[src/rtl/phy_traffic_bist_pkg.sv]
// Shared definitions for the PHY traffic BIST: state encodings, pattern and gap helpers.
// Optional feature macro: PHY_BIST_ERRLOG_EN (see phy_traffic_bist.sv).
package phy_traffic_bist_pkg;

  typedef enum logic [1:0] {GEN_IDLE, GEN_SEND, GEN_DRAIN, GEN_DONE} gen_state_t;
  typedef enum logic {CHK_HUNT, CHK_LOCKED} chk_state_t;

  // Nibble for pattern index idx = k % PAT_LEN; the word replicates it DATA_W/4 times.
  function automatic logic [3:0] pat_nibble(input int unsigned idx);
    return 4'hF - idx[3:0];
  endfunction

  function automatic logic is_gap(input int unsigned pos, input int unsigned gap_start,
                                  input int unsigned gap_len);
    return (pos >= gap_start) && (pos < gap_start + gap_len);
  endfunction

endpackage

[src/rtl/phy_traffic_bist_if.sv]
// PHY data path between the BIST (master) and the PHY transmit/receive sides (slave).
interface phy_traffic_bist_if #(parameter int unsigned DATA_W = 32);
  logic [DATA_W-1:0] data_in;
  logic              valid_in;
  logic [DATA_W-1:0] data_out;
  logic              valid_out;

  modport master (output data_in, output valid_in, input data_out, input valid_out);
  modport slave  (input data_in, input valid_in, output data_out, output valid_out);
endinterface

[src/rtl/phy_traffic_bist_checker.sv]
// Return-path checker: hunts for pattern start, then compares every valid word.
// PHY_BIST_ERRLOG_EN adds first-mismatch capture outputs.
module phy_bist_checker
  import phy_traffic_bist_pkg::*;
#(
  parameter int unsigned DATA_W    = 32,
  parameter int unsigned PAT_LEN   = 4,
  parameter int unsigned PERIOD    = 8,
  parameter int unsigned GAP_START = 4,
  parameter int unsigned GAP_LEN   = 2,
  parameter int unsigned ERR_W     = 16,
  parameter int unsigned RXW       = 20
) (
  input  logic              clk,
  input  logic              rst,
  input  logic              clr,
  input  logic              en,
  input  logic [DATA_W-1:0] data,
  input  logic              valid,
  input  logic [RXW-1:0]    expected,
  output logic              locked,
  output logic [RXW-1:0]    rx_count,
  output logic [ERR_W-1:0]  err_count
`ifdef PHY_BIST_ERRLOG_EN
  ,
  output logic [DATA_W-1:0] first_exp,
  output logic [DATA_W-1:0] first_got,
  output logic [15:0]       first_idx
`endif
);

  localparam int unsigned PW = (PERIOD > 1) ? $clog2(PERIOD) : 1;
  localparam int unsigned IW = (PAT_LEN > 1) ? $clog2(PAT_LEN) : 1;

  chk_state_t        state, state_nxt;
  logic [PW-1:0]     pos, pos_nxt;
  logic [IW-1:0]     pid, pid_nxt;
  logic [DATA_W-1:0] exp_word;
  logic [DATA_W-1:0] pat0;
  logic              take, hit0, bad;

  assign exp_word = {(DATA_W/4){pat_nibble(32'(pid))}};
  assign pat0     = {(DATA_W/4){4'hF}};
  assign take     = en && valid;
  assign hit0     = (data == pat0);
  assign bad      = (data != exp_word) || (rx_count >= expected);
  assign locked   = (state == CHK_LOCKED);

  // k_exp is tracked as (k % PERIOD, k % PAT_LEN); a step landing on the gap jumps past it.
  always_comb begin
    pos_nxt = (pos == PW'(PERIOD - 1)) ? '0 : pos + 1'b1;
    pid_nxt = (pid == IW'(PAT_LEN - 1)) ? '0 : pid + 1'b1;
    if (GAP_LEN != 0 && pos_nxt == PW'(GAP_START)) begin
      pos_nxt = PW'((GAP_START + GAP_LEN) % PERIOD);
      pid_nxt = IW'((32'(pid) + GAP_LEN + 1) % PAT_LEN);
    end
  end

  always_comb begin
    state_nxt = state;
    if (clr)
      state_nxt = CHK_HUNT;
    else if (state == CHK_HUNT && take && hit0)
      state_nxt = CHK_LOCKED;
  end

  always_ff @(posedge clk or posedge rst) begin
    if (rst) state <= CHK_HUNT;
    else     state <= state_nxt;
  end

  always_ff @(posedge clk or posedge rst) begin
    if (rst) begin
      rx_count  <= '0;
      err_count <= '0;
      pos       <= '0;
      pid       <= '0;
    end else if (clr) begin
      rx_count  <= '0;
      err_count <= '0;
      pos       <= '0;
      pid       <= '0;
    end else if (take) begin
      if (state == CHK_HUNT) begin
        if (hit0) begin
          rx_count <= RXW'(1);
          pos      <= pos_nxt;
          pid      <= pid_nxt;
        end
      end else begin
        rx_count <= (rx_count == '1) ? rx_count : rx_count + 1'b1;
        pos      <= pos_nxt;
        pid      <= pid_nxt;
        if (bad && err_count != '1)
          err_count <= err_count + 1'b1;
      end
    end
  end

`ifdef PHY_BIST_ERRLOG_EN
  logic logged;

  always_ff @(posedge clk or posedge rst) begin
    if (rst) begin
      logged    <= 1'b0;
      first_exp <= '0;
      first_got <= '0;
      first_idx <= '0;
    end else if (clr) begin
      logged    <= 1'b0;
      first_exp <= '0;
      first_got <= '0;
      first_idx <= '0;
    end else if (take && state == CHK_LOCKED && bad && !logged) begin
      logged    <= 1'b1;
      first_exp <= exp_word;
      first_got <= data;
      first_idx <= 16'(rx_count);
    end
  end
`endif

endmodule

[src/rtl/phy_traffic_bist.sv]
// PHY traffic BIST top: pattern generator FSM, drain timer, pass logic, checker instance.
// Define PHY_BIST_ERRLOG_EN to expose first_exp/first_got/first_idx.
module phy_traffic_bist
  import phy_traffic_bist_pkg::*;
#(
  parameter int unsigned DATA_W    = 32,
  parameter int unsigned PAT_LEN   = 4,
  parameter int unsigned PERIOD    = 8,
  parameter int unsigned GAP_START = 4,
  parameter int unsigned GAP_LEN   = 2,
  parameter int unsigned ERR_W     = 16,
  parameter int unsigned DRAIN_MAX = 256
) (
  input  logic                clk_2f,
  input  logic                reset,
  input  logic                start,
  input  logic [15:0]         burst_count,
  phy_traffic_bist_if.master  phy,
  output logic                busy,
  output logic                done,
  output logic                locked,
  output logic                pass,
  output logic [ERR_W-1:0]    err_count
`ifdef PHY_BIST_ERRLOG_EN
  ,
  output logic [DATA_W-1:0]   first_exp,
  output logic [DATA_W-1:0]   first_got,
  output logic [15:0]         first_idx
`endif
);

  localparam int unsigned PW  = (PERIOD > 1) ? $clog2(PERIOD) : 1;
  localparam int unsigned IW  = (PAT_LEN > 1) ? $clog2(PAT_LEN) : 1;
  localparam int unsigned RXW = 16 + $clog2(PERIOD + 1);
  localparam int unsigned DW  = $clog2(DRAIN_MAX + 1);

  gen_state_t     state, state_nxt;
  logic [15:0]    bursts, burst_idx;
  logic [PW-1:0]  pos;
  logic [IW-1:0]  pid;
  logic [DW-1:0]  drain_cnt;
  logic [RXW-1:0] expected, rx_count;
  logic           accept, last_cycle, drain_exit, run_ok;

  assign accept     = start && (state == GEN_IDLE || state == GEN_DONE);
  assign last_cycle = (state == GEN_SEND) && (burst_idx == bursts - 16'd1) &&
                      (pos == PW'(PERIOD - 1));
  assign expected   = RXW'(bursts) * RXW'(PERIOD - GAP_LEN);
  assign drain_exit = (rx_count == expected) || (drain_cnt == DW'(DRAIN_MAX - 1));
  assign run_ok     = locked && (err_count == '0) && (rx_count == expected);
  assign busy       = (state == GEN_SEND) || (state == GEN_DRAIN);
  assign done       = (state == GEN_DONE);

  always_comb begin
    state_nxt = state;
    case (state)
      GEN_IDLE, GEN_DONE:
        if (start) state_nxt = (burst_count == 16'd0) ? GEN_DONE : GEN_SEND;
      GEN_SEND:
        if (last_cycle) state_nxt = GEN_DRAIN;
      GEN_DRAIN:
        if (drain_exit) state_nxt = GEN_DONE;
      default:
        state_nxt = GEN_IDLE;
    endcase
  end

  always_ff @(posedge clk_2f or posedge reset) begin
    if (reset) state <= GEN_IDLE;
    else       state <= state_nxt;
  end

  // k is held as (burst_idx, k % PERIOD, k % PAT_LEN) so no wide divider is needed.
  always_ff @(posedge clk_2f or posedge reset) begin
    if (reset) begin
      bursts    <= '0;
      burst_idx <= '0;
      pos       <= '0;
      pid       <= '0;
      drain_cnt <= '0;
      pass      <= 1'b0;
    end else if (accept) begin
      bursts    <= burst_count;
      burst_idx <= '0;
      pos       <= '0;
      pid       <= '0;
      drain_cnt <= '0;
      pass      <= 1'b0;
    end else begin
      case (state)
        GEN_SEND: begin
          pos <= (pos == PW'(PERIOD - 1)) ? '0 : pos + 1'b1;
          pid <= (pid == IW'(PAT_LEN - 1)) ? '0 : pid + 1'b1;
          if (pos == PW'(PERIOD - 1))
            burst_idx <= burst_idx + 16'd1;
        end
        GEN_DRAIN: begin
          drain_cnt <= drain_cnt + 1'b1;
          if (drain_exit)
            pass <= run_ok;
        end
        default: ;
      endcase
    end
  end

  always_ff @(posedge clk_2f or posedge reset) begin
    if (reset) begin
      phy.data_in  <= '0;
      phy.valid_in <= 1'b0;
    end else if (state == GEN_SEND) begin
      phy.data_in  <= {(DATA_W/4){pat_nibble(32'(pid))}};
      phy.valid_in <= !is_gap(32'(pos), GAP_START, GAP_LEN);
    end else begin
      phy.data_in  <= '0;
      phy.valid_in <= 1'b0;
    end
  end

  phy_bist_checker #(
    .DATA_W    (DATA_W),
    .PAT_LEN   (PAT_LEN),
    .PERIOD    (PERIOD),
    .GAP_START (GAP_START),
    .GAP_LEN   (GAP_LEN),
    .ERR_W     (ERR_W),
    .RXW       (RXW)
  ) u_checker (
    .clk       (clk_2f),
    .rst       (reset),
    .clr       (accept),
    .en        (busy),
    .data      (phy.data_out),
    .valid     (phy.valid_out),
    .expected  (expected),
    .locked    (locked),
    .rx_count  (rx_count),
    .err_count (err_count)
`ifdef PHY_BIST_ERRLOG_EN
    ,
    .first_exp (first_exp),
    .first_got (first_got),
    .first_idx (first_idx)
`endif
  );

endmodule

[src/flat_wrapper.sv]
// flat-port wrapper written by rule: the top's interface ports become plain ports
module phy_traffic_bist_flat import phy_traffic_bist_pkg::*;
#(
  parameter int unsigned DATA_W    = 32,
  parameter int unsigned PAT_LEN   = 4,
  parameter int unsigned PERIOD    = 8,
  parameter int unsigned GAP_START = 4,
  parameter int unsigned GAP_LEN   = 2,
  parameter int unsigned ERR_W     = 16,
  parameter int unsigned DRAIN_MAX = 256
)
  (clk_2f, reset, start, burst_count, busy, done, locked, pass, err_count, phy_data_in, phy_valid_in, phy_data_out, phy_valid_out);
  phy_traffic_bist_if #(.DATA_W(DATA_W)) phy_i ();
  input  logic clk_2f;
  input  logic reset;
  input  logic start;
  input  logic [15:0] burst_count;
  output logic busy;
  output logic done;
  output logic locked;
  output logic pass;
  output logic [ERR_W-1:0] err_count;
  output wire logic [$bits(phy_i.data_in)-1:0] phy_data_in;
  output wire logic [$bits(phy_i.valid_in)-1:0] phy_valid_in;
  input wire logic [$bits(phy_i.data_out)-1:0] phy_data_out;
  input wire logic [$bits(phy_i.valid_out)-1:0] phy_valid_out;
  assign phy_data_in = phy_i.data_in;
  assign phy_valid_in = phy_i.valid_in;
  assign phy_i.data_out = phy_data_out;
  assign phy_i.valid_out = phy_valid_out;
  phy_traffic_bist #(.DATA_W(DATA_W), .PAT_LEN(PAT_LEN), .PERIOD(PERIOD), .GAP_START(GAP_START), .GAP_LEN(GAP_LEN), .ERR_W(ERR_W), .DRAIN_MAX(DRAIN_MAX)) u_core (.clk_2f(clk_2f), .reset(reset), .start(start), .burst_count(burst_count), .phy(phy_i), .busy(busy), .done(done), .locked(locked), .pass(pass), .err_count(err_count));
endmodule
[config.mk]
export PLATFORM = sky130hd
export DESIGN_NAME = phy_traffic_bist_flat
export DESIGN_NICKNAME = d
export VERILOG_FILES = /design/src/rtl/phy_traffic_bist_pkg.sv /design/src/rtl/phy_traffic_bist_if.sv /design/src/rtl/phy_traffic_bist_checker.sv /design/src/rtl/phy_traffic_bist.sv /design/src/flat_wrapper.sv
export SDC_FILE = /design/constraint.sdc
export NUM_CORES = 1
export LEC_CHECK = 0
export CORE_MARGIN = 2
export CORE_UTILIZATION = 45
export CTS_CLUSTER_DIAMETER = 50
export DETAILED_ROUTE_END_ITERATION = 7
export PLACE_DENSITY = 0.72
export SETUP_SLACK_MARGIN = 0.02
export SLEW_MARGIN = 40
export SYNTH_ARGS = -nofsm -noshare
export SYNTH_HDL_FRONTEND = slang
export SYNTH_SLANG_ARGS = --single-unit
[constraint.sdc]
create_clock -name clk_2f -period 4.95 [get_ports clk_2f]
set_input_delay 0.495 -clock clk_2f [delete_from_list [all_inputs] [get_ports clk_2f]]
set_output_delay 0.495 -clock clk_2f [all_outputs]
set_load 0.005 [all_outputs]
==> flow_summary_export.csv, run 1 <==
group,metric,value,unit
worst_setup_path,rr_startpoint,"u_core.bursts[0]",
cts,cts_htree_levels,3,
synthesis,yosys.area_share.adder,0.131,
sta,rsz0062_at_grt,"false",
place,dpl.cell_count,1024,
worst_setup_path,crit_path_start_kind,"flop",
place,post-dp-hpwl,11.8,mm
cts,clk_latency,0.36,ns
synthesis,syn_nets,902,
place,gp_congestion,0.891,
synthesis,synth-async-reset-ratio,1.00,
synthesis,synthDominantCellAreaShare,0.347,
synthesis,synth_top_family_by_area,"simple AND/OR/NAND/NOR gates",
detailed_routing,drt-pass1-iter-count,5,
worst_setup_path,r2r-end,"u_core.u_checker.err_count[15]",
synthesis,synth_flop_cell,"dfrtp_1",
cts,cts_made_buffers,9,
grt,grt_max_degree,66,
outcome,status,"complete, no violations",
worst_setup_path,cp.arrival,4.89,ns
cts,cts.path.max_buffers,2,
place,portBuffers,104,
worst_setup_path,slowest_delay,0.57,ns
floorplan,initial_core_util,0.455,
detailed_routing,wl_per_cell,15.5,um
floorplan,num_rows,45,
finish,area_growth,19.0,%
synthesis,synth_cells,779,
worst_hold_path,hp-class,"flop to flop",
sta,max-slew-margin-rel,0.462,
worst_setup_path,cp_max_fo,23,
worst_hold_path,whs_path_depth,1,
finish,instances_no_fill,1040,
cts,postCtsHoldBufs,0,
sta,fin_setup_tns,0,ns
grt,grtUsageTotal,0.208,
synthesis,ys_types,56,
synthesis,synth-seq-area-share,0.347,
detailed_routing,antenna_left,0,
cts,cts_tree,"built",
pwr,ir_drop,0.000279,V
floorplan,io_pins,105,
flow_run,maxCapViolCount,0,
finish,nets,970,
sta,finalSetupViolCount,0,
sta,finalHoldViolCount,0,
detailed_routing,drtIter0Drc,368,
worst_setup_path,endpoint_kind,"flop",
worst_setup_path,crit_type,"flop to flop",
floorplan,die_y,127,um
sta,drv_slew,0,
place,dpl_cell_area,7840,um2
worst_setup_path,worst-r2r-setup-slack,0.33,ns
floorplan,fp.dieW,127,um
floorplan,core,15000,um2
worst_setup_path,critPathSlowestCell,"nor4_1",
grt,grt_pass1_vias,5510,
detailed_routing,vias_per_cell,5.56,
cts,clock-sinks,95,
cts,cts.clk_slew.worst_paths,0.08,ns
pwr,p_leak,3.51,nW
cts,ctsResizeCount,0,
finish,n_antenna_cell,0,
finish,layout.core_utilization,0.542,
detailed_routing,num_vias,5782,
sta,fmax,0.217,GHz
sta,skew,0.0123,ns
synthesis,synth_xor_area_frac,0.0743,
worst_setup_path,worst_r2r_path_depth,16,
finish,final_layout_size_suffix_gt1_frac,0.0458,
synthesis,syn_area,6840,um2
sta,holdWs,0.459,ns
place,dpl_worst_slack,0.394,ns
sta,min_period,4.62,ns
finish,fin_area,8140,um2
synthesis,synth_edf_count,0,
detailed_routing,drc,0,
floorplan,die-area,16200,um2
grt,grt_antenna_before_repair,0,
synthesis,yosys.area.top_type,"dfrtp_1",
synthesis,yosys.cell_count.top_type,"dfrtp_1",
worst_setup_path,startpoint,"u_core.bursts[0]",
synthesis,synth_compound_area_frac,0.149,
pwr,powerDensity,495,nW/um2
worst_setup_path,worst_ep_required_time,5.23,ns
cts,cts_setup_buffers,0,
synthesis,syn_area_per_cell,8.78,um2
synthesis,synthSimpleGateAreaFrac,0.207,
worst_setup_path,crit_end,"u_core.u_checker.err_count[15]",
synthesis,synth_area_leaders,"dfrtp_1 35%, ha_1 13%, o21ai_0 4.7%",
synthesis,yosys-mux-area-fraction,0.0179,
sta,fin_ws,0.335,ns
pwr,power,4.03,mW
grt,grt_pass1_wl,27.3,mm
cts,cts_root_buf,"clkbuf_16",
grt,grt_remaining_overflow,0,
worst_setup_path,crit_chain,"ha_1 -> fa_1 -> a21o_1 -> a21oi_1 -> o21a_1 -> o211ai_1 -> a31o_2 -> a21o_1 -> xor2_1 -> ha_1 -> nand4b_1 -> nor4_1 -> a2111oi_4 -> buf_4 -> or4_1 -> a21oi_1",
detailed_routing,routed_wl,16.1,mm
sta,worst_pin_slew,0.800,ns
synthesis,synth_seq_cells,95,
synthesis,yosys-top-cells-count,"95 x dfrtp_1, 70 x ha_1, 70 x nand2_1",
sta,timing.final.crit_share,0.932,
synthesis,yosysWarnings,0,
[metal layers]
metal,up-vias,global-route usage,wire length [um]
li1,2893,-,-
met1,2756,0.286,7600
met2,115,0.328,7550
met3,18,0.0452,724
met4,0,0.0640,263
met5,-,0,0
[layout by cell type (no fill, tap or decap), drive strengths merged, types with 9 or more instances in the layout]
cell           Yosys  layout
ha                70      70
dfrtp             95      95
nor3              15      15
clkbuf            15       9
and3              11      11
nor4              20      20
nand4             24      24
clkdlybuf4s50      0     104
xnor2             24      24
o21ai             66      66
o31ai             19      19
a21oi             42      42
mux2i             10      10
nor2              52      52
or3                9       9
inv               46      49
nand2             70      70
xor2              34      34
nand3             35      35
[sequential cells by signal, summed over array words and instances, names as in the netlist, 2 cells and up]
signal and count:
u_core.pid 2, u_core.bursts 16, u_core.pos 3, u_core.burst_idx 16, u_core.state 2, u_core.phy.data_in 3
u_core.u_checker.rx_count 20, u_core.u_checker.pos 3, u_core.u_checker.err_count 16, u_core.drain_cnt 9, u_core.u_checker.pid 2
[cells by family after synthesis]
logic type | after synthesis
compound gates | 170
xor+xnor | 58
fa+ha+maj | 71
buf+inv | 98
flops | 95
mux | 12
simple gates | 275
[worst max-delay path, delay by kind of cell, from the launching register on]
family | cells | cell delay, ns
AOI/OAI and AO/OA | 8 | 1.53
xor gates and xnor gates | 1 | 0.14
adders and majority gates | 3 | 0.95
buffers and inverters | 1 | 0.24
DFF | 1 | 0.46
and+or+nand+nor | 3 | 1.21
[area by class of cell]
type                       count  area (um2)
multi-input combinational    586        3990
clock buffer                   9         225
clock inverter                 7        56.3
fill                        1357        6890
inverter                      46         178
tap                          188         235
sequential                    95        2380
timing repair buffer         109        1080
[power breakdown]
group	switching [mW]	internal (mW)	total, mW
Combinational	1.22	1.03	2.25
Clock	0.333	0.348	0.681
Sequential	0.190	0.913	1.10
[how the worst min path moves through the flow]
stage,from,end,slack [ns]
floorplan,u_core.pid[1],u_core.phy.data_in[29],0.42
global placement,u_core.pid[1],u_core.phy.data_in[29],0.43
detailed placement,u_core.pid[1],u_core.phy.data_in[29],0.45
CTS,u_core.pid[1],u_core.phy.data_in[29],0.46
global route,u_core.pid[1],u_core.phy.data_in[29],0.49
finish,u_core.pid[1],u_core.phy.data_in[29],0.46
Note: power is estimated with default switching activity, not from simulation.
==> run 2: changes to the inputs <==
--- a/config.mk
+++ b/config.mk
@@ -6,11 +6,12 @@
 export NUM_CORES = 1
 export LEC_CHECK = 0
 export CORE_MARGIN = 2
-export CORE_UTILIZATION = 45
+export CORE_UTILIZATION = 55
 export CTS_CLUSTER_DIAMETER = 50
 export DETAILED_ROUTE_END_ITERATION = 7
-export PLACE_DENSITY = 0.72
+export PLACE_DENSITY = 0.84
 export SETUP_SLACK_MARGIN = 0.02
+export SKIP_CTS_REPAIR_TIMING = 1
 export SLEW_MARGIN = 40
 export SYNTH_ARGS = -nofsm -noshare
 export SYNTH_HDL_FRONTEND = slang
==> run 2 against run 1 <==
  * Flip-flop and latch count unchanged
  * Sequential share of layout area increased by 0.095 points
  * Sequential power is essentially flat
  * Highest routed layer unchanged
  * Critical path type unchanged
==> flow_summary_export.csv, run 2 (synthesis results as in run 1) <==
group,metric,value,unit
finish,n_antenna_cell,0,
detailed_routing,num_vias,5803,
sta,timing.final.crit_share,0.933,
sta,finalHoldViolCount,0,
worst_setup_path,worst_ep_required_time,5.19,ns
grt,grt_antenna_before_repair,0,
floorplan,die-area,13300,um2
cts,cts_tree,"built",
grt,grt_pass1_vias,5443,
cts,cts_made_buffers,9,
detailed_routing,drc,0,
pwr,powerDensity,495,nW/um2
place,gp_congestion,0.908,
sta,drv_slew,0,
cts,cts_root_buf,"clkbuf_16",
worst_hold_path,hp-class,"flop to flop",
finish,fin_area,8120,um2
finish,regMostFlops,"u_core.u_checker.rx_count",
worst_setup_path,cp.arrival,4.86,ns
floorplan,io_pins,105,
sta,rsz0062_at_grt,"false",
worst_setup_path,cp_max_fo,7,
sta,min_period,4.62,ns
finish,final_cell_mix,"104 x clkdlybuf4s50_1, 95 x dfrtp_1, 70 x nand2_1, 70 x ha_1, 64 x o21ai_0",
place,post-dp-hpwl,11.6,mm
finish,layout.core_utilization,0.673,
grt,grt_max_degree,63,
floorplan,die_y,116,um
finish,largest_register_ffs,20,
sta,skew,0.0101,ns
cts,cts.path.max_buffers,2,
detailed_routing,drtIter0Drc,371,
detailed_routing,vias_per_cell,5.69,
pwr,p_leak,3.51,nW
sta,max-slew-margin-rel,0.473,
detailed_routing,routed_wl,15.8,mm
detailed_routing,wl_per_cell,15.4,um
cts,clk_latency,0.36,ns
cts,cts_htree_levels,3,
sta,finalSetupViolCount,0,
outcome,status,"complete, no violations",
floorplan,core,12100,um2
flow_run,maxCapViolCount,0,
finish,mostFrequentLayoutCell,"clkdlybuf4s50_1",
worst_setup_path,crit_path_start_kind,"flop",
place,dpl_cell_area,7820,um2
floorplan,initial_core_util,0.567,
detailed_routing,drt-pass1-iter-count,6,
grt,grt_remaining_overflow,0,
pwr,ir_drop,0.000381,V
sta,fin_setup_tns,0,ns
finish,nets,970,
worst_setup_path,crit_type,"flop to flop",
detailed_routing,antenna_left,0,
grt,grt_pass1_wl,26.1,mm
cts,clock-sinks,95,
sta,fmax,0.216,GHz
grt,grtUsageTotal,0.245,
floorplan,num_rows,40,
finish,area_growth,18.6,%
cts,cts.clk_slew.worst_paths,0.07,ns
worst_setup_path,endpoint_kind,"flop",
finish,final_layout_size_suffix_gt1_frac,0.0458,
place,portBuffers,104,
sta,fin_ws,0.330,ns
place,dpl_worst_slack,0.393,ns
sta,worst_pin_slew,0.790,ns
floorplan,fp.dieW,116,um
==> run 2: worst max-delay path, stage by stage (launching register included) <==
cell      delay, ns
dfrtp_1        0.46
ha_1           0.26
fa_1           0.42
a21o_1         0.18
a21oi_1        0.26
o21a_1         0.18
o211ai_1       0.13
a31o_2         0.25
a21o_1         0.19
xor2_1         0.14
ha_1           0.27
nand4b_1       0.17
nor4_1         0.34
nand4_1        0.20
and3b_1        0.23
nor4_1         0.44
o22ai_1        0.21
mux2i_1        0.15
==> run 2: layer usage <==
metal	global-route usage	up-vias	routed length [um]
li1	-	2893	-
met1	0.328	2739	7120
met2	0.395	146	7500
met3	0.0549	25	845
met4	0.0811	0	287
met5	0	-	0
==> run 2: path summary, 6_finish.rpt <==
check                                 start                            end  slack [ns]  depth (start not counted)
setup / recovery           u_core.bursts[0]                u_core.state[0]        0.33                         17
hold / removal                u_core.pid[1]         u_core.phy.data_in[29]        0.45                          1
setup reg to reg           u_core.bursts[0]                u_core.state[0]        0.33                         17
hold reg to reg               u_core.pid[1]         u_core.phy.data_in[29]        0.45                          1
max in group asynchronous             reset  u_core.u_checker.rx_count[12]        3.51                          3
min in group asynchronous             reset            u_core.drain_cnt[3]        0.59                          2
==> run 2: stage by stage <==
stage          power, mW  hold slack, ns  cells
3_3_place_gp        3.28           0.432   1004
2_1_floorplan       2.75           0.421    779
5_1_grt             4.38           0.476   1020
4_1_cts             4.02           0.453   1020
6_report            4.01           0.449   1020
3_5_place_dp        3.34           0.444   1004
==> run 2: cell type report <==
cell class,instances,area (um2)
multi-input combinational,586,3990
fill,983,3950
sequential,95,2380
timing repair buffer,109,1080
clock buffer,11,243
tap,168,210
inverter,46,178
clock inverter,5,38.8
==> run 2: where the power goes <==
group / leakage [nW] / switching [mW] / internal [mW] / total (mW)
logic: 2.10 / 1.21 / 1.03 / 2.24
registers: 1.28 / 0.190 / 0.913 / 1.10
clock network: 0.137 / 0.311 / 0.358 / 0.669
total: 3.51 / 1.71 / 2.30 / 4.01
